`src/rtl/hazard_stall_unit_pkg.sv`:
```
//------------------------------------------------------------------------------
// Module   : hazard_stall_unit_pkg
// Brief    : Shared pipeline constants and types for the hazard stall unit.
// Revision : 1.0 - initial release
//------------------------------------------------------------------------------
`default_nettype none

package hazard_stall_unit_pkg;
    localparam int REG_W          = 5;
    localparam int NUM_REGS       = 32;
    localparam int MULDIV_LAT_DEF = 4;

    typedef logic [REG_W-1:0]    reg_idx_t;
    typedef logic [NUM_REGS-1:0] reg_mask_t;

    localparam reg_idx_t REG_ZERO = '0;
endpackage

`default_nettype wire

```
`src/rtl/hazard_stall_unit_if.sv`:
```
//------------------------------------------------------------------------------
// Module   : hazard_stall_unit_if
// Brief    : Decode-stage hazard bus between the pipeline and the stall unit.
// Revision : 1.0 - initial release
//------------------------------------------------------------------------------
`default_nettype none

interface hazard_stall_unit_if
    import hazard_stall_unit_pkg::*;
#(
    parameter int CNT_W = 16
);
    logic             id_valid;
    reg_idx_t         id_reg_rs;
    reg_idx_t         id_reg_rt;
    logic             id_uses_rs;
    logic             id_uses_rt;
    reg_idx_t         id_reg_rd;
    logic             id_reg_write;
    logic             id_is_muldiv;
    logic             exe_mem_read;
    reg_idx_t         exe_reg_rd;
    logic             branch_taken;
    logic             stall_if;
    logic             stall_id;
    logic             bubble_ex;
    logic             flush_id;
    logic             muldiv_busy;
    logic             muldiv_wb;
    logic [CNT_W-1:0] stall_count;

    modport master (
        output id_valid, id_reg_rs, id_reg_rt, id_uses_rs, id_uses_rt,
               id_reg_rd, id_reg_write, id_is_muldiv, exe_mem_read,
               exe_reg_rd, branch_taken,
        input  stall_if, stall_id, bubble_ex, flush_id, muldiv_busy,
               muldiv_wb, stall_count
    );

    modport slave (
        input  id_valid, id_reg_rs, id_reg_rt, id_uses_rs, id_uses_rt,
               id_reg_rd, id_reg_write, id_is_muldiv, exe_mem_read,
               exe_reg_rd, branch_taken,
        output stall_if, stall_id, bubble_ex, flush_id, muldiv_busy,
               muldiv_wb, stall_count
    );
endinterface

`default_nettype wire

```
`src/rtl/hazard_stall_unit_mul_div_scoreboard.sv`:
```
//------------------------------------------------------------------------------
// Module   : mul_div_scoreboard
// Brief    : Pending-register scoreboard and countdown for the in-flight mul/div.
// Revision : 1.0 - initial release
//------------------------------------------------------------------------------
`default_nettype none

module mul_div_scoreboard
    import hazard_stall_unit_pkg::*;
#(
    parameter int MULDIV_LAT = MULDIV_LAT_DEF
) (
    input  wire logic      clk,
    input  wire logic      arst_n,
    input  wire logic      issue_i,
    input  wire reg_idx_t  issue_rd_i,
    output reg_mask_t      pending_o,
    output logic           busy_o,
    output logic           wb_o
);
    localparam logic [3:0] LAT_INIT = 4'(MULDIV_LAT);

    reg_mask_t  pending_q, pending_d;
    logic [3:0] cnt_q, cnt_d;

    always_comb begin
        cnt_d     = cnt_q;
        pending_d = pending_q;
        if (cnt_q != 4'd0) begin
            cnt_d = cnt_q - 4'd1;
        end
        // At most one op is in flight, so writeback clears the whole mask;
        // a reissue on the same edge is applied afterwards and therefore wins.
        if (wb_o) begin
            pending_d = '0;
        end
        if (issue_i) begin
            cnt_d                 = LAT_INIT;
            pending_d[issue_rd_i] = 1'b1;
        end
    end

    always_ff @(posedge clk or negedge arst_n) begin
        if (!arst_n) begin
            pending_q <= '0;
            cnt_q     <= 4'd0;
        end else begin
            pending_q <= pending_d;
            cnt_q     <= cnt_d;
        end
    end

    assign pending_o = pending_q;
    assign busy_o    = (cnt_q != 4'd0);
    assign wb_o      = (cnt_q == 4'd1);
endmodule

`default_nettype wire

```
`src/rtl/hazard_stall_unit.sv`:
```
//------------------------------------------------------------------------------
// Module   : hazard_stall_unit
// Brief    : Decode-stage load-use / mul-div hazard stall and branch flush control.
// Revision : 1.0 - initial release
//------------------------------------------------------------------------------
`default_nettype none

module hazard_stall_unit
    import hazard_stall_unit_pkg::*;
#(
    parameter int MULDIV_LAT = MULDIV_LAT_DEF,
    parameter int CNT_W      = 16
) (
    input  wire logic          clk,
    input  wire logic          arst_n,
    hazard_stall_unit_if.slave bus
);
    reg_mask_t        w_pending;
    logic             w_busy;
    logic             w_wb;
    logic             w_lu;
    logic             w_sb;
    logic             w_st;
    logic             w_waw;
    logic             w_stall;
    logic             w_issue;
    logic [CNT_W-1:0] stall_count_q, stall_count_d;

    mul_div_scoreboard #(
        .MULDIV_LAT (MULDIV_LAT)
    ) u_scoreboard (
        .clk        (clk),
        .arst_n     (arst_n),
        .issue_i    (w_issue),
        .issue_rd_i (bus.id_reg_rd),
        .pending_o  (w_pending),
        .busy_o     (w_busy),
        .wb_o       (w_wb)
    );

    // $0 is never a real load destination, so it cannot create a dependency.
    assign w_lu = bus.exe_mem_read && (bus.exe_reg_rd != REG_ZERO) &&
                  ((bus.id_uses_rs && (bus.id_reg_rs == bus.exe_reg_rd)) ||
                   (bus.id_uses_rt && (bus.id_reg_rt == bus.exe_reg_rd)));
    assign w_sb = (bus.id_uses_rs && w_pending[bus.id_reg_rs]) ||
                  (bus.id_uses_rt && w_pending[bus.id_reg_rt]);
    assign w_st  = bus.id_is_muldiv && w_busy && !w_wb;
    assign w_waw = bus.id_reg_write && w_pending[bus.id_reg_rd];

    assign w_stall = bus.id_valid && !bus.branch_taken &&
                     (w_lu || w_sb || w_st || w_waw);
    assign w_issue = bus.id_valid && !w_stall && !bus.branch_taken &&
                     bus.id_is_muldiv && bus.id_reg_write &&
                     (bus.id_reg_rd != REG_ZERO);

    always_comb begin
        stall_count_d = stall_count_q;
        if (w_stall && (stall_count_q != {CNT_W{1'b1}})) begin
            stall_count_d = stall_count_q + 1'b1;
        end
    end

    always_ff @(posedge clk or negedge arst_n) begin
        if (!arst_n) begin
            stall_count_q <= '0;
        end else begin
            stall_count_q <= stall_count_d;
        end
    end

    assign bus.stall_if    = w_stall;
    assign bus.stall_id    = w_stall;
    assign bus.bubble_ex   = w_stall || bus.branch_taken;
    assign bus.flush_id    = bus.branch_taken;
    assign bus.muldiv_busy = w_busy;
    assign bus.muldiv_wb   = w_wb;
    assign bus.stall_count = stall_count_q;
endmodule

`default_nettype wire

```
`src/flat_wrapper.sv`:
```
// flat-port wrapper written by rule: the top's interface ports become plain ports
module hazard_stall_unit_flat import hazard_stall_unit_pkg::*;
#(
    parameter int MULDIV_LAT = MULDIV_LAT_DEF,
    parameter int CNT_W      = 16
)
  (clk, arst_n, bus_id_valid, bus_id_reg_rs, bus_id_reg_rt, bus_id_uses_rs, bus_id_uses_rt, bus_id_reg_rd, bus_id_reg_write, bus_id_is_muldiv, bus_exe_mem_read, bus_exe_reg_rd, bus_branch_taken, bus_stall_if, bus_stall_id, bus_bubble_ex, bus_flush_id, bus_muldiv_busy, bus_muldiv_wb, bus_stall_count);
  hazard_stall_unit_if #(.CNT_W(CNT_W)) bus_i ();
  input  wire logic clk;
  input  wire logic arst_n;
  input wire logic [$bits(bus_i.id_valid)-1:0] bus_id_valid;
  input wire logic [$bits(bus_i.id_reg_rs)-1:0] bus_id_reg_rs;
  input wire logic [$bits(bus_i.id_reg_rt)-1:0] bus_id_reg_rt;
  input wire logic [$bits(bus_i.id_uses_rs)-1:0] bus_id_uses_rs;
  input wire logic [$bits(bus_i.id_uses_rt)-1:0] bus_id_uses_rt;
  input wire logic [$bits(bus_i.id_reg_rd)-1:0] bus_id_reg_rd;
  input wire logic [$bits(bus_i.id_reg_write)-1:0] bus_id_reg_write;
  input wire logic [$bits(bus_i.id_is_muldiv)-1:0] bus_id_is_muldiv;
  input wire logic [$bits(bus_i.exe_mem_read)-1:0] bus_exe_mem_read;
  input wire logic [$bits(bus_i.exe_reg_rd)-1:0] bus_exe_reg_rd;
  input wire logic [$bits(bus_i.branch_taken)-1:0] bus_branch_taken;
  output wire logic [$bits(bus_i.stall_if)-1:0] bus_stall_if;
  output wire logic [$bits(bus_i.stall_id)-1:0] bus_stall_id;
  output wire logic [$bits(bus_i.bubble_ex)-1:0] bus_bubble_ex;
  output wire logic [$bits(bus_i.flush_id)-1:0] bus_flush_id;
  output wire logic [$bits(bus_i.muldiv_busy)-1:0] bus_muldiv_busy;
  output wire logic [$bits(bus_i.muldiv_wb)-1:0] bus_muldiv_wb;
  output wire logic [$bits(bus_i.stall_count)-1:0] bus_stall_count;
  assign bus_i.id_valid = bus_id_valid;
  assign bus_i.id_reg_rs = bus_id_reg_rs;
  assign bus_i.id_reg_rt = bus_id_reg_rt;
  assign bus_i.id_uses_rs = bus_id_uses_rs;
  assign bus_i.id_uses_rt = bus_id_uses_rt;
  assign bus_i.id_reg_rd = bus_id_reg_rd;
  assign bus_i.id_reg_write = bus_id_reg_write;
  assign bus_i.id_is_muldiv = bus_id_is_muldiv;
  assign bus_i.exe_mem_read = bus_exe_mem_read;
  assign bus_i.exe_reg_rd = bus_exe_reg_rd;
  assign bus_i.branch_taken = bus_branch_taken;
  assign bus_stall_if = bus_i.stall_if;
  assign bus_stall_id = bus_i.stall_id;
  assign bus_bubble_ex = bus_i.bubble_ex;
  assign bus_flush_id = bus_i.flush_id;
  assign bus_muldiv_busy = bus_i.muldiv_busy;
  assign bus_muldiv_wb = bus_i.muldiv_wb;
  assign bus_stall_count = bus_i.stall_count;
  hazard_stall_unit #(.MULDIV_LAT(MULDIV_LAT), .CNT_W(CNT_W)) u_core (.clk(clk), .arst_n(arst_n), .bus(bus_i));
endmodule
```
`config.mk`:
```
export PLATFORM = sky130hd
export DESIGN_NAME = hazard_stall_unit_flat
export DESIGN_NICKNAME = d
export VERILOG_FILES = /design/src/rtl/hazard_stall_unit_pkg.sv /design/src/rtl/hazard_stall_unit_if.sv /design/src/rtl/hazard_stall_unit_mul_div_scoreboard.sv /design/src/rtl/hazard_stall_unit.sv /design/src/flat_wrapper.sv
export SDC_FILE = /design/constraint.sdc
export NUM_CORES = 1
export LEC_CHECK = 0
export CORE_UTILIZATION = 50
export DETAILED_ROUTE_END_ITERATION = 6
export GPL_ROUTABILITY_DRIVEN = 0
export PLACE_DENSITY_LB_ADDON = 0.2
export SYNTH_ARGS = -nofsm -noshare
export SYNTH_HDL_FRONTEND = slang
export SYNTH_HIERARCHICAL = 1
export SYNTH_SLANG_ARGS = --single-unit
```
`constraint.sdc`:
```
create_clock -name clk -period 5 [get_ports clk]
set_clock_uncertainty 0.05 [all_clocks]
set_input_delay 1 -clock clk [delete_from_list [all_inputs] [get_ports clk]]
set_output_delay 1 -clock clk [all_outputs]
set_load 0.02 [all_outputs]
```
==> metrics.txt, run 1 <==
worst r2r src u_core/u_scoreboard/cnt_q[0]; Setup TNS Final 0 ns; hold slack between 0.4 and 0.5 ns; peak supply drop roughly 0.24 mV; Critical Path Slowest Stage Cell clkdlybuf4s50_1; drc violations 4; Post-synth top flop dfrtp_1; # Max-Cap Violations 0; Fmax achieved 208 MHz; P_sw ~380 uW; Worst Hold Path Cells 1; Hold EP u_core/bus.stall_count[12]; Slew Limit Fails 0; worst min path class register to register; first-pass GRT wire length about 14 mm; CP endpoint kind output port; Longest Clk Path Bufs 2; wire length per cell 19.0 um; Die ar. ~7100 um^2; Die Height around 85 um; min cycle time layout around 4.8 ns; clock network fraction of total power 0.218; DRT Wirelength 7.85 mm; CTS buffer count 5; crit path DAT around 3.8 ns; Detailed Place HPWL just under 6 mm; crit-path max FO 4; mapped cell area about 3400 um^2; Switching Share 0.326; TritonRoute pass-1 iters 6; Root Buffer clkbuf_8; I/O pin cnt 51; initial antenna violation count 0; total track usage 0.243; vias per cell just over 6; Final period util 0.960; status complete, but fails checks; Flop pwr share 0.449; worst path cell trace clkdlybuf4s50_1 -> mux4_1 -> mux2_2 -> or3_1 -> o2111ai_2 -> nand4_4 -> and2_4 -> clkdlybuf4s50_1; most common cell after layout, fill and taps aside dfrtp_1; Slew HR 0.427; ant diodes 0; core footprint 6460 um^2; Power Dens Cells 282 nW/um^2; FFs w/ async S/R, synth 1.00; Post-CTS Setup Bufs 0; Synth Register Bits 52; crit start category primary input; pin count of the biggest net entering global routing between 50 and 60; Internal Power a little under 800 uW; Vias approximately 2600; final setup fails 0; Starting Density 0.527; path depth of the worst reg2reg path 13; Port Buffers 50; Yosys cell types between 50 and 60; Final Hold Viols 0; combinational share of power 0.333; hold path start u_core/bus.stall_count[12]; overall power approximately 1.2 mW; RR Endpoint u_core/u_scoreboard/pending_o[28]; failing checks design-rule violations; max incr delay on CP ~0.59 ns; FILL cells 529; GRT overflow 0; sequential area share after synthesis 0.382; Layout area overhead 20.4%; Mapped Cells 281; Crit path required time just under 4 ns; layout cells sized above 1 0.181; vias in the first global route 2640; Worst-Margin Slew roughly 0.85 ns; setup ws final roughly 0.20 ns; H-tree Lvls 2; most frequent cells in the layout 52 x dfrtp_1, 48 x clkdlybuf4s50_1, 24 x xnor2_1; CTS tree built; worst reg2reg setup slack 1.67 ns; DIE WIDTH 84.5 um; average size of a mapped cell 12.1 um^2; dpl ws 0.00979 ns; Row Count 29; CP delay by family, top buffers and inverters; Clock Latency Late Sink around 0.3 ns; hold buffers post-CTS 0; Crit path top cell by count clkdlybuf4s50_1; Post-synth EDFFs 0; Synth Warn # 6; leakage 1.70 nW; Final ANT Viol Nets 0; Clk pin slew, worst setup/hold paths 0.08 ns; NumNets Final 370; unrepaired setup endpoints after global routing no; CTS Sinks 52; Setup CP Type primary input to output port; Iteration-0 DRC Markers 178; syn nets approximately 310; Bufs and invs on worst path 2
[cells in the mapped netlist, drive strengths merged, types with 2 or more instances]
cell / instances / area [um^2]
nand4: 9 / 71.3
nand3b: 7 / 52.6
clkbuf: 3 / 11.3
ha: 4 / 50.1
nand2: 8 / 30.0
o2bb2ai: 16 / 140
dfrtp: 52 / 1300
and2: 3 / 21.3
and3: 6 / 40.0
nor2b: 4 / 25.0
inv: 9 / 33.8
o21ai: 2 / 10.0
nor2: 11 / 41.3
nand2b: 3 / 18.8
xor2: 2 / 17.5
nor3b: 5 / 37.5
mux2: 10 / 113
a22o: 16 / 140
a31oi: 3 / 18.8
nand3: 15 / 100
or3b: 2 / 17.5
mux4: 21 / 499
and3b: 2 / 17.5
buf: 14 / 115
mux2i: 7 / 70.1
xnor2: 24 / 210
nor3: 5 / 25.0
[state kept, by name (all words and copies together) (netlist names)]
signal / cells
u_core/bus.stall_count: 16
u_core/u_scoreboard/cnt_q: 4
u_core/u_scoreboard/pending_o: 32
[repair_timing]
| action | 4_1_cts | 5_1_grt |
|---|---|---|
| setup endpoints to repair | 1 | 0 |
| hold endpoints to repair | 0 | 0 |
| gates resized for setup | 1 | 0 |
[worst max-delay path by stage]
stage	endpoint	start	cells after the start	slack, ns
floorplan	bus_bubble_ex	bus_id_reg_rd[1]	8	0.96
global placement	bus_bubble_ex	bus_id_reg_rd[1]	9	0.08
detailed placement	bus_bubble_ex	bus_id_reg_rd[1]	9	0.01
CTS	bus_stall_if	bus_id_reg_rd[1]	8	0.20
global route	bus_stall_if	bus_id_reg_rs[0]	8	0.09
finish	bus_stall_if	bus_id_reg_rd[1]	8	0.20
[through the flow]
step / cell area (um^2) / instances / utilization
4_1_cts: 4100 / 414 / 0.634
2_1_floorplan: 3400 / 281 / -
3_5_place_dp: 4000 / 407 / 0.620
6_report: 4100 / 414 / 0.634
5_1_grt: 4100 / 414 / 0.634
3_3_place_gp: 4000 / 407 / 0.620
[power groups by stage]
stage               clock network (mW)  logic (mW)  registers (mW)
floorplan                            0       0.243           0.535
global placement                     0       0.380           0.524
detailed placement                   0       0.386           0.525
CTS                              0.259       0.388           0.518
global route                     0.275       0.424           0.528
finish                           0.251       0.384           0.518
[metal layers]
layer	up-vias	GRT usage	wire length [um]	share of wire
met5	-	0	0	0
met4	0	0.0693	132	0.017
met3	13	0.0393	462	0.059
met2	89	0.383	3660	0.47
met1	1246	0.350	3600	0.46
li1	1203	-	-	-
[logic make-up (layout without fill, tap and decap cells)]
| logic type | count (synthesis) | count (layout) | synth area share |
|---|---|---|---|
| and+or+nand+nor | 86 | 86 | 0.160 |
| DFF | 52 | 52 | 0.382 |
| AOI/OAI and AO/OA | 49 | 49 | 0.129 |
| muxes | 38 | 38 | 0.200 |
| xor gates and xnor gates | 26 | 26 | 0.0669 |
| buffers and inverters | 26 | 82 | 0.0471 |
| adders and majority gates | 4 | 4 | 0.0147 |
[layout make-up]
type | count | area (um^2) | share of cell area
Tap cell | 77 | 96.3 | 0.0235
Inverter | 9 | 33.8 | 0.00825
Clock buffer | 7 | 96.3 | 0.0235
Timing Repair Buffer | 66 | 627 | 0.153
Multi-Input combinational cell | 203 | 1940 | 0.474
Sequential cell | 52 | 1300 | 0.318
Power figures use the tool's default switching activity.
==> inputs of run 2 (changes only) <==
- CORE_UTILIZATION: 50 -> 59
- PLACE_DENSITY: not set -> 0.95
- PLACE_DENSITY_LB_ADDON: 0.2 -> not set
==> run 2 against run 1 <==
  * The flow now finishes without violations
  * Die area is 15% lower
  * Critical path depth is 1 higher
  * Sequential cell count unchanged
  * Critical path type unchanged
  * Cell count shrank 0.97%
==> metrics.txt, run 2 (same netlist as run 1, synthesis figures left out) <==
status complete, no violations; DRT Wirelength 8.27 mm (+5.3%); Flop pwr share 0.450 (about the same); core footprint 5540 um^2 (-14%); crit start category primary input; post-route cell area 4090 um^2 (-0.21%); Root Buffer clkbuf_8; Starting Density 0.614 (+0.0873); CTS buffer count 5 (unchanged); Power Dens Cells 281 nW/um^2 (-0.27%); Vias 2718 (+6.5%); worst path cell trace clkdlybuf4s50_1 -> buf_4 -> mux4_1 -> mux2_2 -> or3_1 -> o2111ai_2 -> nand4_4 -> and2_4 -> clkdlybuf4s50_1; Longest Clk Path Bufs 2 (unchanged); Crit path required time 3.95 ns (about the same); initial antenna violation count 0 (unchanged); Die ar. 6080 um^2 (-15%); I/O pin cnt 51 (unchanged); unrepaired setup endpoints after global routing no; layout cells sized above 1 0.180 (-0.000536); combinational share of power 0.342 (+0.009); Final ANT Viol Nets 0 (unchanged); Slew HR 0.463 (+0.0359); Slew Limit Fails 0 (unchanged); Detailed Place HPWL 6.10 mm (+4.4%); TritonRoute pass-1 iters 4 (-2); NumNets Final 370 (unchanged); P_sw 381 uW (+1.3%); Port Buffers 50 (unchanged); CTS Sinks 52 (unchanged); first-pass GRT wire length 13.4 mm (-1.7%); Internal Power 767 uW (-1.3%); vias per cell 6.63 (+7.6%); CP endpoint kind output port; total track usage 0.288 (+0.0448); min cycle time layout 4.80 ns (+0.00375 ns); peak supply drop 0.274 mV (+14%); post-route insts no fill 410 (-0.97%); leakage 1.70 nW (-0.34%); drc violations 0 (-4); Setup CP Type primary input to output port; most common cell after layout, fill and taps aside dfrtp_1; max incr delay on CP 0.55 ns (-0.04 ns); clock network fraction of total power 0.208 (-0.010); Worst-Margin Slew 0.794 ns (-0.0531 ns); crit path DAT 3.75 ns (about the same); setup ws final 0.197 ns (-0.00375 ns); Layout area overhead 20.1%; Placed Area 4000 um^2 (-0.16%); most frequent cells in the layout 52 x dfrtp_1, 48 x clkdlybuf4s50_1, 24 x xnor2_1; # Max-Cap Violations 0 (unchanged); dpl ws -0.0373 ns (-0.0471 ns); Post-CTS Setup Bufs 0 (unchanged); H-tree Lvls 2 (unchanged); cell count after placement 402 (-1.2%); vias in the first global route 2662 (+0.83%); Clk pin slew, worst setup/hold paths 0.09 ns (about the same); Final Hold Viols 0 (unchanged); Die Height 78.0 um (-7.8%); Clock Latency Late Sink 0.29 ns (about the same); CTS tree built; GRT overflow 0 (unchanged); Switching Share 0.332 (+0.00576); Fmax achieved 208 MHz (about the same); ant diodes 0 (unchanged); pin count of the biggest net entering global routing 53 (unchanged); Critical Path Slowest Stage Cell mux4_1; hold slack 0.456 ns (+0.00972 ns); overall power 1.15 mW (-0.48%); Crit path top cell by count clkdlybuf4s50_1; wire length per cell 20.2 um (+6.4%); Row Count 27 (-6.9%); DIE WIDTH 78.0 um (-7.8%); Iteration-0 DRC Markers 227 (+28%); final setup fails 0 (unchanged); max reg flops 32 (unchanged); FILL cells 401 (-24%); Final period util 0.961 (about the same); worst min path class register to register; crit-path max FO 12 (+8)
-- run 2: cell types whose count changed in the layout (fill, tap and decap cells not counted), sizes merged --
cell	delta
clkinvlp	+1
-- run 2: what timing repair did --
action | CTS | global route
hold buffers | 0 | 0
setup endpoints to repair | 1 | 0
resized for setup | 1 | 0
-- run 2: metal layers --
metal / GRT usage / vias up / share of wire
met5: 0 / - / 0
li1: - / 1195 / -
met1: 0.385 / 1368 / 0.42
met2: 0.473 / 139 / 0.49
met4: 0.113 / 0 / 0.022
met3: 0.0435 / 16 / 0.067
-- run 2: area by class of cell --
| class | count | area (um^2) | share of cell area |
|---|---|---|---|
| Timing Repair Buffer | 66 | 627 | 0.153 |
| Tap cell | 72 | 90.1 | 0.0220 |
| Inverter | 9 | 33.8 | 0.00826 |
| Clock inverter | 1 | 7.51 | 0.00184 |
| Sequential cell | 52 | 1300 | 0.318 |
| Clock buffer | 7 | 86.3 | 0.0211 |
| Multi-Input combinational cell | 203 | 1940 | 0.475 |
-- run 2: per-stage QoR --
stage	TNS [ns]	util
floorplan	0	-
global placement	0	0.721
detailed placement	-0.0373	0.721
CTS	0	0.738
global route	0	0.738
finish	0	0.738
-- run 2: final timing paths --
path / from / end / slack, ns / cells after the start
worst max register to register: u_core/u_scoreboard/cnt_q[0] / u_core/u_scoreboard/pending_o[4] / 1.41 / 13
worst max-delay path: bus_id_reg_rd[1] / bus_stall_if / 0.20 / 9
max in group asynchronous: arst_n / u_core/u_scoreboard/pending_o[27] / 3.71 / 2
worst min register to register: u_core/bus.stall_count[12] / u_core/bus.stall_count[12] / 0.46 / 1
min in group asynchronous: arst_n / u_core/u_scoreboard/pending_o[3] / 0.76 / 2
worst min-delay path: u_core/bus.stall_count[12] / u_core/bus.stall_count[12] / 0.46 / 1
-- run 2: power groups by stage --
stage / registers, mW / clock network [mW] / logic (mW)
detailed placement: 0.524 / 0 / 0.393
global route: 0.525 / 0.259 / 0.433
CTS: 0.517 / 0.247 / 0.395
global placement: 0.522 / 0 / 0.374
finish: 0.517 / 0.239 / 0.392
floorplan: 0.535 / 0 / 0.243
-- run 2: worst max-delay path, delay by kind of cell --
kind / cells / cell delay (ns)
simple gates: 3 / 0.66
compound gates: 1 / 0.12
buf+inv: 3 / 1.14
mux: 2 / 0.82
==> inputs of run 3 (changes only) <==
- CTS_CLUSTER_DIAMETER: not set -> 150
- SKIP_CTS_REPAIR_TIMING: not set -> 1
==> run 3 against run 2 <==
  * Sequential share of layout area about the same
  * Die area is the same
  * Via count is 0.33% higher
  * Power rose by 0.23%
  * Sequential power about the same
  * Largest power group unchanged
==> metrics.txt, run 3 (same netlist as run 1, synthesis figures left out) <==
status complete, no violations; worst min path class register to register; layout cells sized above 1 0.180 (unchanged); peak supply drop 0.274 mV (about the same); Clock Latency Late Sink 0.30 ns (about the same); Setup TNS Final 0 ns (unchanged); Switching Share 0.333 (+0.00116); Row Count 27 (unchanged); fin util 0.739 (+0.000903); Die Height 78.0 um (unchanged); unrepaired setup endpoints after global routing no; pin count of the biggest net entering global routing 53 (unchanged); ant diodes 0 (unchanged); Slew Limit Fails 0 (unchanged); TritonRoute pass-1 iters 6 (+2); path depth of the worst reg2reg path 13 (unchanged); Crit path required time 3.95 ns (about the same); first-pass GRT wire length 13.4 mm (unchanged); Fmax achieved 208 MHz (about the same); dpl ws -0.0373 ns (unchanged); leakage 1.70 nW (+0.39%); NumNets Final 370 (unchanged); crit path DAT 3.76 ns (about the same); Iteration-0 DRC Markers 226 (-0.44%); hold slack 0.452 ns (-0.00332 ns); final setup fails 0 (unchanged); Worst Hold Path Cells 1 (unchanged); Flop pwr share 0.449 (about the same); Layout area overhead 20.3%; drc violations 0 (unchanged); H-tree Lvls 2 (unchanged); core footprint 5540 um^2 (unchanged); Longest Clk Path Bufs 2 (unchanged); Die ar. 6080 um^2 (unchanged); Root Buffer clkbuf_8; initial antenna violation count 0 (unchanged); crit-path max FO 12 (unchanged); setup ws final 0.194 ns (-0.00336 ns); combinational share of power 0.341 (about the same); Final period util 0.961 (about the same); Seq. cell area 1300 um^2 (unchanged); vias in the first global route 2662 (unchanged); Vias 2727 (+0.33%); Clk pin slew, worst setup/hold paths 0.09 ns (about the same); Slew HR 0.452 (-0.0108); max reg flops 32 (unchanged); wire length per cell 20.3 um (+0.57%); DIE WIDTH 78.0 um (unchanged); CTS buffer count 5 (unchanged); Detailed Place HPWL 6.10 mm (unchanged); Setup CP Type primary input to output port; Power Dens Cells 281 nW/um^2 (+0.11%); Final Hold Viols 0 (unchanged); Port Buffers 50 (unchanged); most common cell after layout, fill and taps aside dfrtp_1; Worst-Margin Slew 0.810 ns (+0.0160 ns); vias per cell 6.65 (+0.33%); I/O pin cnt 51 (unchanged); Final ANT Viol Nets 0 (unchanged); footprint of the multi-input gates 1940 um^2 (about the same); P_sw 383 uW (+0.59%); CP endpoint kind output port; Internal Power 768 uW (about the same); FILL cells 398 (-0.75%); min cycle time layout 4.81 ns (+0.00336 ns); # Max-Cap Violations 0 (unchanged); clock network fraction of total power 0.209 (about the same); total track usage 0.288 (unchanged); Starting Density 0.614 (unchanged); crit start category primary input; GRT overflow 0 (unchanged); CTS Sinks 52 (unchanged); most frequent cells in the layout 52 x dfrtp_1, 48 x clkdlybuf4s50_1, 24 x xnor2_1; CTS tree built; DRT Wirelength 8.32 mm (+0.57%)
run 3: per-stage QoR:
stage,power (mW),area [um^2],std cells
final,1.15,4090,410
after detailed placement,0.917,4000,402
after global routing,1.22,4090,410
after CTS,1.16,4090,410
after global placement,0.896,4000,402
after floorplan,0.777,3400,281
run 3: final timing paths:
check / start / endpoint / slack [ns]
min: u_core/bus.stall_count[6] / u_core/bus.stall_count[6] / 0.45
max: bus_id_reg_rd[1] / bus_stall_if / 0.19
max in group asynchronous: arst_n / u_core/bus.stall_count[7] / 3.72
min in group asynchronous: arst_n / u_core/u_scoreboard/pending_o[7] / 0.75
max reg2reg: u_core/u_scoreboard/cnt_q[0] / u_core/u_scoreboard/pending_o[4] / 1.42
min reg2reg: u_core/bus.stall_count[6] / u_core/bus.stall_count[6] / 0.45
run 3: layout make-up:
class | count | area share
Multi-Input combinational cell | 203 | 0.475
Sequential cell | 52 | 0.318
Timing Repair Buffer | 66 | 0.154
Tap cell | 72 | 0.0220
Clock buffer | 7 | 0.0211
Inverter | 9 | 0.00825
Clock inverter | 1 | 0.00183
run 3: power by group through the flow:
| stage | clock network (mW) | logic [mW] | registers, mW |
|---|---|---|---|
| 2_1_floorplan | 0 | 0.243 | 0.535 |
| 3_3_place_gp | 0 | 0.374 | 0.522 |
| 3_5_place_dp | 0 | 0.393 | 0.524 |
| 4_1_cts | 0.247 | 0.395 | 0.517 |
| 5_1_grt | 0.259 | 0.433 | 0.525 |
| 6_report | 0.241 | 0.393 | 0.517 |
run 3: metal layers:
metal,up-vias,track usage,part of all wire
li1,1197,-,-
met1,1360,0.385,0.41
met2,150,0.473,0.48
met3,20,0.0435,0.076
met4,0,0.113,0.027
met5,-,0,0
run 3: critical path, stage by stage:
cell,delay (ns)
clkdlybuf4s50_1,0.45
buf_4,0.16
mux4_1,0.55
mux2_2,0.27
or3_1,0.32
o2111ai_2,0.12
nand4_4,0.15
and2_4,0.20
clkdlybuf4s50_1,0.53
